File: config.mk
export PLATFORM = sky130hd
export DESIGN_NAME = mac_cfg_loader
export DESIGN_NICKNAME = d
export VERILOG_FILES = /design/src/rtl/mac_cfg_loader_pkg.sv /design/src/rtl/mac_cfg_shadow.sv /design/src/rtl/mac_cfg_loader.sv
export SDC_FILE = /design/constraint.sdc
export NUM_CORES = 1
export LEC_CHECK = 0
export ABC_AREA = 0
export CORE_ASPECT_RATIO = 0.9
export CORE_MARGIN = 2
export CORE_UTILIZATION = 32
export CTS_CLUSTER_SIZE = 10
export DETAILED_ROUTE_END_ITERATION = 16
export GPL_ROUTABILITY_DRIVEN = 0
export PLACE_DENSITY_LB_ADDON = 0.05
export SLEW_MARGIN = 5
export SYNTH_ARGS = -nofsm -noshare
export SYNTH_HDL_FRONTEND = slang
export SYNTH_HIERARCHICAL = 1
export SYNTH_SLANG_ARGS = --single-unit
export TNS_END_PERCENT = 30
File: constraint.sdc
create_clock -name clk -period 2.3 [get_ports clk]
set_input_delay 0.345 -clock clk [delete_from_list [all_inputs] [get_ports clk]]
set_output_delay 0.345 -clock clk [all_outputs]
set_load 0.02 [all_outputs]
File: src/rtl/mac_cfg_loader_pkg.sv
// Shared constants and types for the MAC configuration loader.
// Optional parity beat is enabled by defining MAC_CFG_PARITY_EN.
package mac_cfg_loader_pkg;

    localparam int MAC_CONF_WIDTH_DEF = 4;
    localparam int MAC_MIN_WIDTH_DEF  = 8;

    typedef enum logic [1:0] {
        MAC_CFG_IDLE   = 2'd0,
        MAC_CFG_LOAD   = 2'd1,
        MAC_CFG_COMMIT = 2'd2
    } mac_cfg_state_e;

    // Full configuration word: four accumulator preloads plus the mode bits.
    function automatic int cfg_width(input int conf_w, input int acc_w);
        return 4 * acc_w + conf_w;
    endfunction

    // Data beats needed to cover the word; the last beat may carry padding.
    function automatic int num_beats(input int cfg_w, input int min_w);
        return (cfg_w + min_w - 1) / min_w;
    endfunction

    // Beats per load including the trailing parity beat when enabled.
    function automatic int total_beats(input int nb);
`ifdef MAC_CFG_PARITY_EN
        return nb + 1;
`else
        return nb;
`endif
    endfunction

endpackage

File: src/rtl/mac_cfg_shadow.sv
// Beat counter, shadow register and running XOR for the configuration loader.
// With MAC_CFG_PARITY_EN defined the final data beat is stored and a parity
// comparison against the running XOR is provided; otherwise the final beat is
// merged straight from the input lane.
module mac_cfg_shadow
    import mac_cfg_loader_pkg::*;
#(
    parameter int MIN_WIDTH = 8,
    parameter int CFG_WIDTH = 132,
    parameter int CNT_W     = 5
) (
    input  logic                 clk,
    input  logic                 reset,
    input  logic [MIN_WIDTH-1:0] data_i,
    input  logic                 accept_i,
    input  logic                 clr_i,
    output logic [CNT_W-1:0]     cnt_o,
    output logic [CFG_WIDTH-1:0] word_o,
    output logic                 par_ok_o
);

    localparam int NUM_BEATS = num_beats(CFG_WIDTH, MIN_WIDTH);
    localparam int LAST_W    = CFG_WIDTH - (NUM_BEATS - 1) * MIN_WIDTH;

    logic [CNT_W-1:0]                    cnt_q, cnt_d;
    logic [NUM_BEATS-2:0][MIN_WIDTH-1:0] body_q, body_d;

    // Beat counter: clears on abort/commit/reject, advances on each accepted beat.
    always_comb begin
        // NOTE: every always_comb output gets a default first so no path can infer a latch.
        cnt_d = cnt_q;
        if (clr_i) begin
            cnt_d = '0;
        end else if (accept_i) begin
            cnt_d = cnt_q + CNT_W'(1);
        end
    end

    // Counter register.
    always_ff @(posedge clk) begin
        // NOTE: sequential state uses non-blocking assignment so all flops update together.
        if (reset) begin
            cnt_q <= '0;
        end else begin
            cnt_q <= cnt_d;
        end
    end

    // Indexed write of the current beat into its full-width shadow slot.
    always_comb begin
        body_d = body_q;
        for (int k = 0; k < NUM_BEATS - 1; k++) begin
            if (accept_i && cnt_q == CNT_W'(k)) begin
                body_d[k] = data_i;
            end
        end
    end

    // Shadow register.
    always_ff @(posedge clk) begin
        // NOTE: pure data storage has no reset; it is only read after being rewritten by a full load.
        body_q <= body_d;
    end

`ifdef MAC_CFG_PARITY_EN
    localparam logic [CNT_W-1:0] LAST_DATA = CNT_W'(NUM_BEATS - 1);

    logic [LAST_W-1:0]    tail_q, tail_d;
    logic [MIN_WIDTH-1:0] xor_q, xor_d;

    // Store the final (truncated) data beat and fold every data beat into the XOR.
    always_comb begin
        tail_d = tail_q;
        xor_d  = xor_q;
        if (accept_i && cnt_q == LAST_DATA) begin
            tail_d = data_i[LAST_W-1:0];
        end
        if (accept_i && cnt_q < CNT_W'(NUM_BEATS)) begin
            xor_d = (cnt_q == '0) ? data_i : (xor_q ^ data_i);
        end
    end

    // Tail and parity registers.
    always_ff @(posedge clk) begin
        tail_q <= tail_d;
        xor_q  <= xor_d;
    end

    assign word_o   = {tail_q, body_q};
    assign par_ok_o = (xor_q == data_i);
`else
    assign word_o   = {data_i[LAST_W-1:0], body_q};
    assign par_ok_o = 1'b1;
`endif

    assign cnt_o = cnt_q;

endmodule

File: src/rtl/mac_cfg_loader.sv
// Writer side of the MAC cfg/cset interface: collects narrow beats over a
// valid/ready handshake and commits the full word with a one-cycle strobe.
// cfg only moves on a commit or reset, so the MAC mode bits never glitch.
// Define MAC_CFG_PARITY_EN to require a trailing XOR parity beat.
module mac_cfg_loader
    import mac_cfg_loader_pkg::*;
#(
    parameter  int MAC_CONF_WIDTH = MAC_CONF_WIDTH_DEF,
    parameter  int MAC_MIN_WIDTH  = MAC_MIN_WIDTH_DEF,
    parameter  int MAC_ACC_WIDTH  = 4 * MAC_MIN_WIDTH,
    localparam int CFG_WIDTH      = cfg_width(MAC_CONF_WIDTH, MAC_ACC_WIDTH)
) (
    input  logic                     clk,
    input  logic                     reset,
    input  logic [MAC_MIN_WIDTH-1:0] in_data,
    input  logic                     in_valid,
    output logic                     in_ready,
    input  logic                     abort,
    output logic [CFG_WIDTH-1:0]     cfg,
    output logic                     cset,
    output logic                     busy,
    output logic                     cfg_err
);

    localparam int NUM_BEATS  = num_beats(CFG_WIDTH, MAC_MIN_WIDTH);
    localparam int TOTAL      = total_beats(NUM_BEATS);
    localparam int CNT_W      = $clog2(TOTAL + 1);
    localparam logic [CNT_W-1:0] LAST_BEAT = CNT_W'(TOTAL - 1);

    mac_cfg_state_e       state_q, state_d;
    logic [CFG_WIDTH-1:0] cfg_q, cfg_d;
    logic                 cset_q, cset_d;
    logic [CNT_W-1:0]     cnt;
    logic [CFG_WIDTH-1:0] word;
    logic                 par_ok;
    logic                 accept;
    logic                 clr;

    assign in_ready = !reset && (state_q == MAC_CFG_IDLE || state_q == MAC_CFG_LOAD) && !abort;
    assign accept   = in_valid && in_ready;

    mac_cfg_shadow #(
        .MIN_WIDTH (MAC_MIN_WIDTH),
        .CFG_WIDTH (CFG_WIDTH),
        .CNT_W     (CNT_W)
    ) u_shadow (
        .clk      (clk),
        .reset    (reset),
        .data_i   (in_data),
        .accept_i (accept),
        .clr_i    (clr),
        .cnt_o    (cnt),
        .word_o   (word),
        .par_ok_o (par_ok)
    );

`ifdef MAC_CFG_PARITY_EN
    logic err_q, err_d;
`endif

    // Next state, commit of cfg/cset, and counter clear.
    always_comb begin
        state_d = state_q;
        cfg_d   = cfg_q;
        cset_d  = 1'b0;
        clr     = 1'b0;
`ifdef MAC_CFG_PARITY_EN
        err_d   = err_q;
`endif
        case (state_q)
            MAC_CFG_IDLE, MAC_CFG_LOAD: begin
                if (state_q == MAC_CFG_LOAD && abort) begin
                    state_d = MAC_CFG_IDLE;
                    clr     = 1'b1;
                end else if (accept) begin
`ifdef MAC_CFG_PARITY_EN
                    if (cnt == '0) begin
                        err_d = 1'b0;
                    end
`endif
                    if (cnt == LAST_BEAT) begin
                        if (par_ok) begin
                            cfg_d   = word;
                            cset_d  = 1'b1;
                            state_d = MAC_CFG_COMMIT;
                        end else begin
                            state_d = MAC_CFG_IDLE;
                            clr     = 1'b1;
`ifdef MAC_CFG_PARITY_EN
                            err_d   = 1'b1;
`endif
                        end
                    end else begin
                        state_d = MAC_CFG_LOAD;
                    end
                end
            end
            MAC_CFG_COMMIT: begin
                state_d = MAC_CFG_IDLE;
                clr     = 1'b1;
            end
            default: begin
                state_d = MAC_CFG_IDLE;
                clr     = 1'b1;
            end
        endcase
    end

    // State, committed word and strobe registers.
    always_ff @(posedge clk) begin
        if (reset) begin
            state_q <= MAC_CFG_IDLE;
            cfg_q   <= '0;
            cset_q  <= 1'b0;
        end else begin
            state_q <= state_d;
            cfg_q   <= cfg_d;
            cset_q  <= cset_d;
        end
    end

`ifdef MAC_CFG_PARITY_EN
    // Sticky parity error flag.
    always_ff @(posedge clk) begin
        if (reset) begin
            err_q <= 1'b0;
        end else begin
            err_q <= err_d;
        end
    end

    assign cfg_err = err_q;
`else
    assign cfg_err = 1'b0;
`endif

    assign cfg  = cfg_q;
    assign cset = cset_q;
    assign busy = (state_q != MAC_CFG_IDLE);

endmodule
After elaboration in Yosys (flattened, before gate mapping)
Cells that the tools add are included.

Logic and storage cells: 76. Input bits: 12. Output and inout port bits: 136. Register bits: 268.

Add/subtract/negate cells: 1. Equal/unequal tests: 17. Bitwise gates (word level): 3. Reduce and logical (&&, ||, !) cells: 31. Muxes and demuxes: 4.

Operator list (count): 5-bit by 4-bit equality test with 1-bit output (second input constant) (8); 5-bit by 3-bit equality test with 1-bit output (second input constant) (4); 1-bit logical AND (20); 5-bit by 2-bit equality test with 1-bit output (second input constant) (2); 5-bit by 1-bit adder with 5-bit output (second input constant) (1); 5-bit by 1-bit equality test with 1-bit output (second input constant) (1); 5-bit equality test (second input constant) (1); 5-bit zero test (1); 4-bit AND reduction (1); 2-bit OR reduction (2); 4-bit OR reduction (1); 1-bit 2-to-1 mux (3); 1-bit NOT (3); 3-bit OR reduction (1); 2-bit by 1-bit equality test with 1-bit output (second input constant) (1); 1-bit zero test (2); 2-bit zero test (1); 2-bit 2-to-1 mux (1); 2-bit nonzero test (1); 1-bit logical OR (1).

Logic depth before layout (Yosys ltp)
Depth in word-level cells: 7. Gate-level depth with buffers: 6. Mapped depth without buffers: 5.

Modules after synthesis
The synthesis kept the hierarchy.

By module, submodules not included: mac_cfg_loader (sequential area each 2702.6 µm², cells an instance 588, area each 6030.8 µm², times used 1); mac_cfg_shadow (sequential area each 3943.8 µm², cells an instance 189, area each 4372.9 µm², times used 1).

Worst setup path before layout
No wires, ideal clock.

Path type: reg2reg. Start: register state_q[1]. End: register u_shadow.body_q, in the netlist u_shadow/word_o[10], enable pin. Arrival: 1.618 ns. Clock period less this slack: 2.002 ns. Cell stages (with the launch flop): 5. Setup time: 0.383 ns. Buffers on the path: 1. Required time: 1.917 ns. Setup slack: 0.298 ns. Cell sequence: dfxtp_1 -> nor4b_4 -> buf_6 -> nand3b_4 -> nor3_1.

Cells in the longest elaborated chain, start to end: 6. Elaborated cells between the ends (all ways): 7. Classes of those cells: 1 x eq/ne; 6 x reduce/logical.

RTL lines: start: declaration (RTL line mac_cfg_loader.sv:30) `mac_cfg_state_e state_q, state_d;`; start signal: assignment (RTL line mac_cfg_loader.sv:116) `state_q <= state_d;`; 2-bit by 1-bit equality test with 1-bit output or 2-bit zero test (tied branches) (RTL line mac_cfg_loader.sv:39) `assign in_ready = !reset && (state_q == MAC_CFG_IDLE || state_q == MAC_CFG_LOAD) && !abort;`; 1-bit logical OR (*) (RTL line mac_cfg_loader.sv:39); 1-bit logical AND (*) (2 in a row) (RTL line mac_cfg_loader.sv:39); 1-bit logical AND (*) (RTL line mac_cfg_loader.sv:40) `assign accept = in_valid && in_ready;`; net accept (RTL line mac_cfg_loader.sv:36) `logic accept;`; 1-bit logical AND (*) (RTL line mac_cfg_shadow.sv:53) `if (accept_i && cnt_q == CNT_W'(k)) begin`; end signal: assignment (RTL line mac_cfg_shadow.sv:62) `body_q <= body_d;`; end: declaration (RTL line mac_cfg_shadow.sv:26) `logic [NUM_BEATS-2:0][MIN_WIDTH-1:0] body_q, body_d;`.

Mark *: on every way through the listed nets, which the timed path passes. The rest lies on a longest branch. A chain may end at the register's enable or synchronous reset.

Worst setup path in the final report
Start: register state_q[1]. End: output port busy.

Cells in the longest elaborated chain, start to end: 1.

RTL lines: 2-bit nonzero test (RTL line mac_cfg_loader.sv:139) `assign busy = (state_q != MAC_CFG_IDLE);`; end: declaration (RTL line mac_cfg_loader.sv:21) `output logic busy,`.

No other way between the ends.

==> implementation parameters <==
Parameter                              Value

Logic synthesis
  Net count after synthesis ... 795
  Area share of xor/xnor cells in the synthesized design ... 0.0842%
  Proportion of register bits with asynchronous set or reset after synthesis ... 0%
  Number of flip-flops and latches in the synthesized netlist ... 268
  Part of the Yosys area used for sequential elements ... 63.9%
  Number of synthesis warnings ... 6
  Combinational family with the most area after synthesis ... simple AND/OR/NAND/NOR gates
  Number of synthesized flops with an enable pin ... 128
  Mean instance size in the synthesized netlist ... 13.4 µm²
  Leading cell type by number of instances after synthesis ... nand2b_1
  Post-synthesis cell count ... 777
  Simple-gate share of the synthesized area ... 18.7%
  List of most frequent post-synthesis cells ... nand2b_1, dfxtp_1, mux2i_1, edfxtp_1, clkbuf_1
  Post-synthesis compound-gate area fraction ... 0.457%
  Multiplexer fraction of the synthesized cell area ... 12.9%
  Number of library cell types mapped by synthesis ... 33
  Netlist area before placement ... 10,400 µm²
  Biggest area consumer among synthesized cells ... edfxtp_1
  Leading cell types by total area after synthesis ... edfxtp_1, dfxtp_1, nand2b_1
  Yosys top cell area share ... 36.9%
  Main synth FF type ... dfxtp_1
  Post-Synth Adder-Cell Area ... 0.722%

Route
  Number of vias in the routed layout ... 5,990
  Drt via density ... 4.35
  Number of remaining DRC errors ... 0
  Pre-antenna DRT Iters ... 4
  Drt initial violations ... 317
  Mean routed wirelength per cell ... 17.3 µm
  Final wirelength ... 23,800 µm
  ANT nets after route ... 0

Power and ir drop
  Overall power ... 9.77 mW
  Power density normalized to cell area ... 737 nW/µm²
  Leakage ... 4.41 nW
  Maximum VDD drop ... 0.536 mV

Flow run
  Max Cap Violations ... 0

CTS
  CTS clk-pin slew, worst paths ... 60 ps
  Number of buffers added to fix hold violations after cts ... 0
  Cts bufs inserted ... 31
  CTS max path bufs ... 3
  Worst-Skew Late Latency ... 560 ps
  Setup Buffers After CTS ... 0
  Total clock sinks ... 268
  Maximum level of the CTS H-tree ... 1
  Root Buffer ... clkbuf_16
  TritonCTS clock tree ... done

Place
  Setup WS pre-CTS ... -110 ps
  Instance area at placement ... 12,400 µm²
  DP HPWL ... 14,400 µm
  Count of buffers inserted at the top-level ports ... 146
  Placed Cells incl. Taps ... 1,319

Critical path
  Required @ worst endpoint ... 1960 ps
  Startpoint types ... flop
  Data arrival time of the critical path ... 1780 ps
  Max Fanout on Critical Path ... 4
  Worst setup path class ... reg -> out
  Worst Setup End Kind ... output port

STA
  Final setup vio count ... 0
  Pin slew with the least headroom to its limit ... 686 ps
  Setup TNS ... 0 ps
  Final worst-path setup slack ... 171 ps
  Headroom to the max-slew limit ... 54.3%
  Final-report max-slew violation count ... 0
  Largest clock skew in the final design ... 23.1 ps
  Final critical delay including setup and external delays ... 2130 ps
  Period utilisation layout ... 92.6%
  Final worst hold slack ... 96.7 ps
  RSZ-0062 raised after global routing ... no
  Highest Clock Rate ... 470 MHz
  Count of final hold-check violations ... 0

Layout
  Post-Layout Cell Count ... 1,377
  Ratio of cells with drive above 1 in the final layout ... 8.22%
  Area Growth Syn to Fin ... 27.4%
  Post-Route Utilization ... 41.5%
  Area of all placed cells without fillers ... 13,300 µm²
  Net total in the final layout ... 954
  Multi-input gate area in the final layout ... 3420 µm²
  Inserted Diodes ... 0
  Final-layout fill cell count ... 3,034
  Sequential standard cell area ... 6650 µm²

GRT
  Wire length of the first global-routing pass ... 37,100 µm
  Global routing usage summed across all routing layers ... 13.9%
  Overall overflow remaining after global route ... 0
  Largest net degree at the start of global routing ... 94
  Antenna violations before repair ... 0
  Number of global-route vias before repair ... 6,397

Floorplanning
  CORE AREA ... 32,000 µm²
  Die extent in x ... 194 µm
  Effective utilization at floorplan ... 32.6%
  Placement Rows ... 62
  Number of top-level design ports ... 148
  Die height ... 175 µm
  Die Footprint ... 34,000 µm²

Outcome
  Outcome ... completed

Hold path
  Class of the tightest hold or removal check ... in -> reg
[area by class of cell]
class,count,area share (%)
Sequential cell,268,50.1
Multi-Input combinational cell,453,25.8
Timing Repair Buffer,179,13.2
Clock buffer,56,6.71
Tap cell,416,3.93
Clock inverter,2,0.104
Inverter,3,0.0849
[flip-flops by register name (all words and copies together) (netlist names)]
register	count
cfg	132
cset	1
u_shadow/cnt_o	5
state_q	2
u_shadow/word_o	128
[where the power goes]
group | internal [mW] | total (mW) | leakage, nW | switching (mW)
combinational | 0.149 | 0.331 | 1.69 | 0.183
sequential | 5.01 | 5.02 | 2.28 | 0.0117
clock | 2.58 | 4.42 | 0.432 | 1.84
[layout by cell type, fill, tap and decap left out, drive strengths merged, types with 4 or more instances in the layout]
cell type / netlist / final
mux2i: 133 / 133
buf: 24 / 34
ha: 6 / 6
edfxtp: 128 / 128
nor2: 14 / 14
nor3: 6 / 6
dfxtp: 140 / 140
inv: 3 / 4
nand2b: 266 / 266
clkbuf: 29 / 56
clkdlybuf4s50: 0 / 144
nand3b: 5 / 5
[logic make-up after synthesis]
group | after synthesis
adders and majority gates | 6
DFF | 268
buffers and inverters | 56
and+or+nand+nor | 304
other | 2
xor gates and xnor gates | 1
muxes | 134
AOI/OAI and AO/OA | 6
[worst max-delay path: stages, from the launching register on]
cell             delay (ps)
dfxtp_1                 370
or2_2                   310
clkdlybuf4s50_1         550
[what timing repair did]
item,in CTS,in global routing
endpoints found under the setup margin,0,1
hold endpoints to repair,0,0
gates resized for setup,0,1
[worst paths after layout]
kind	startpoint	end	slack [ps]	cells past startpoint
min reg2reg	cfg[86]	cfg[86]	470	2
max reg2reg	state_q[1]	u_shadow/word_o[28]	340	5
max	state_q[1]	busy	170	2
min	reset	cfg[97]	100	3
[metal layers]
metal	share of wire [%]	wire length [µm]	vias to the layer above	GRT usage, %
li1	-	-	2943	-
met1	48	11500	2869	19.6
met2	44	10600	139	21.9
met3	5.1	1200	39	2.88
met4	2.2	527	0	3.57
met5	0	0	-	0
No activity file was read; power rests on OpenSTA's default activity.
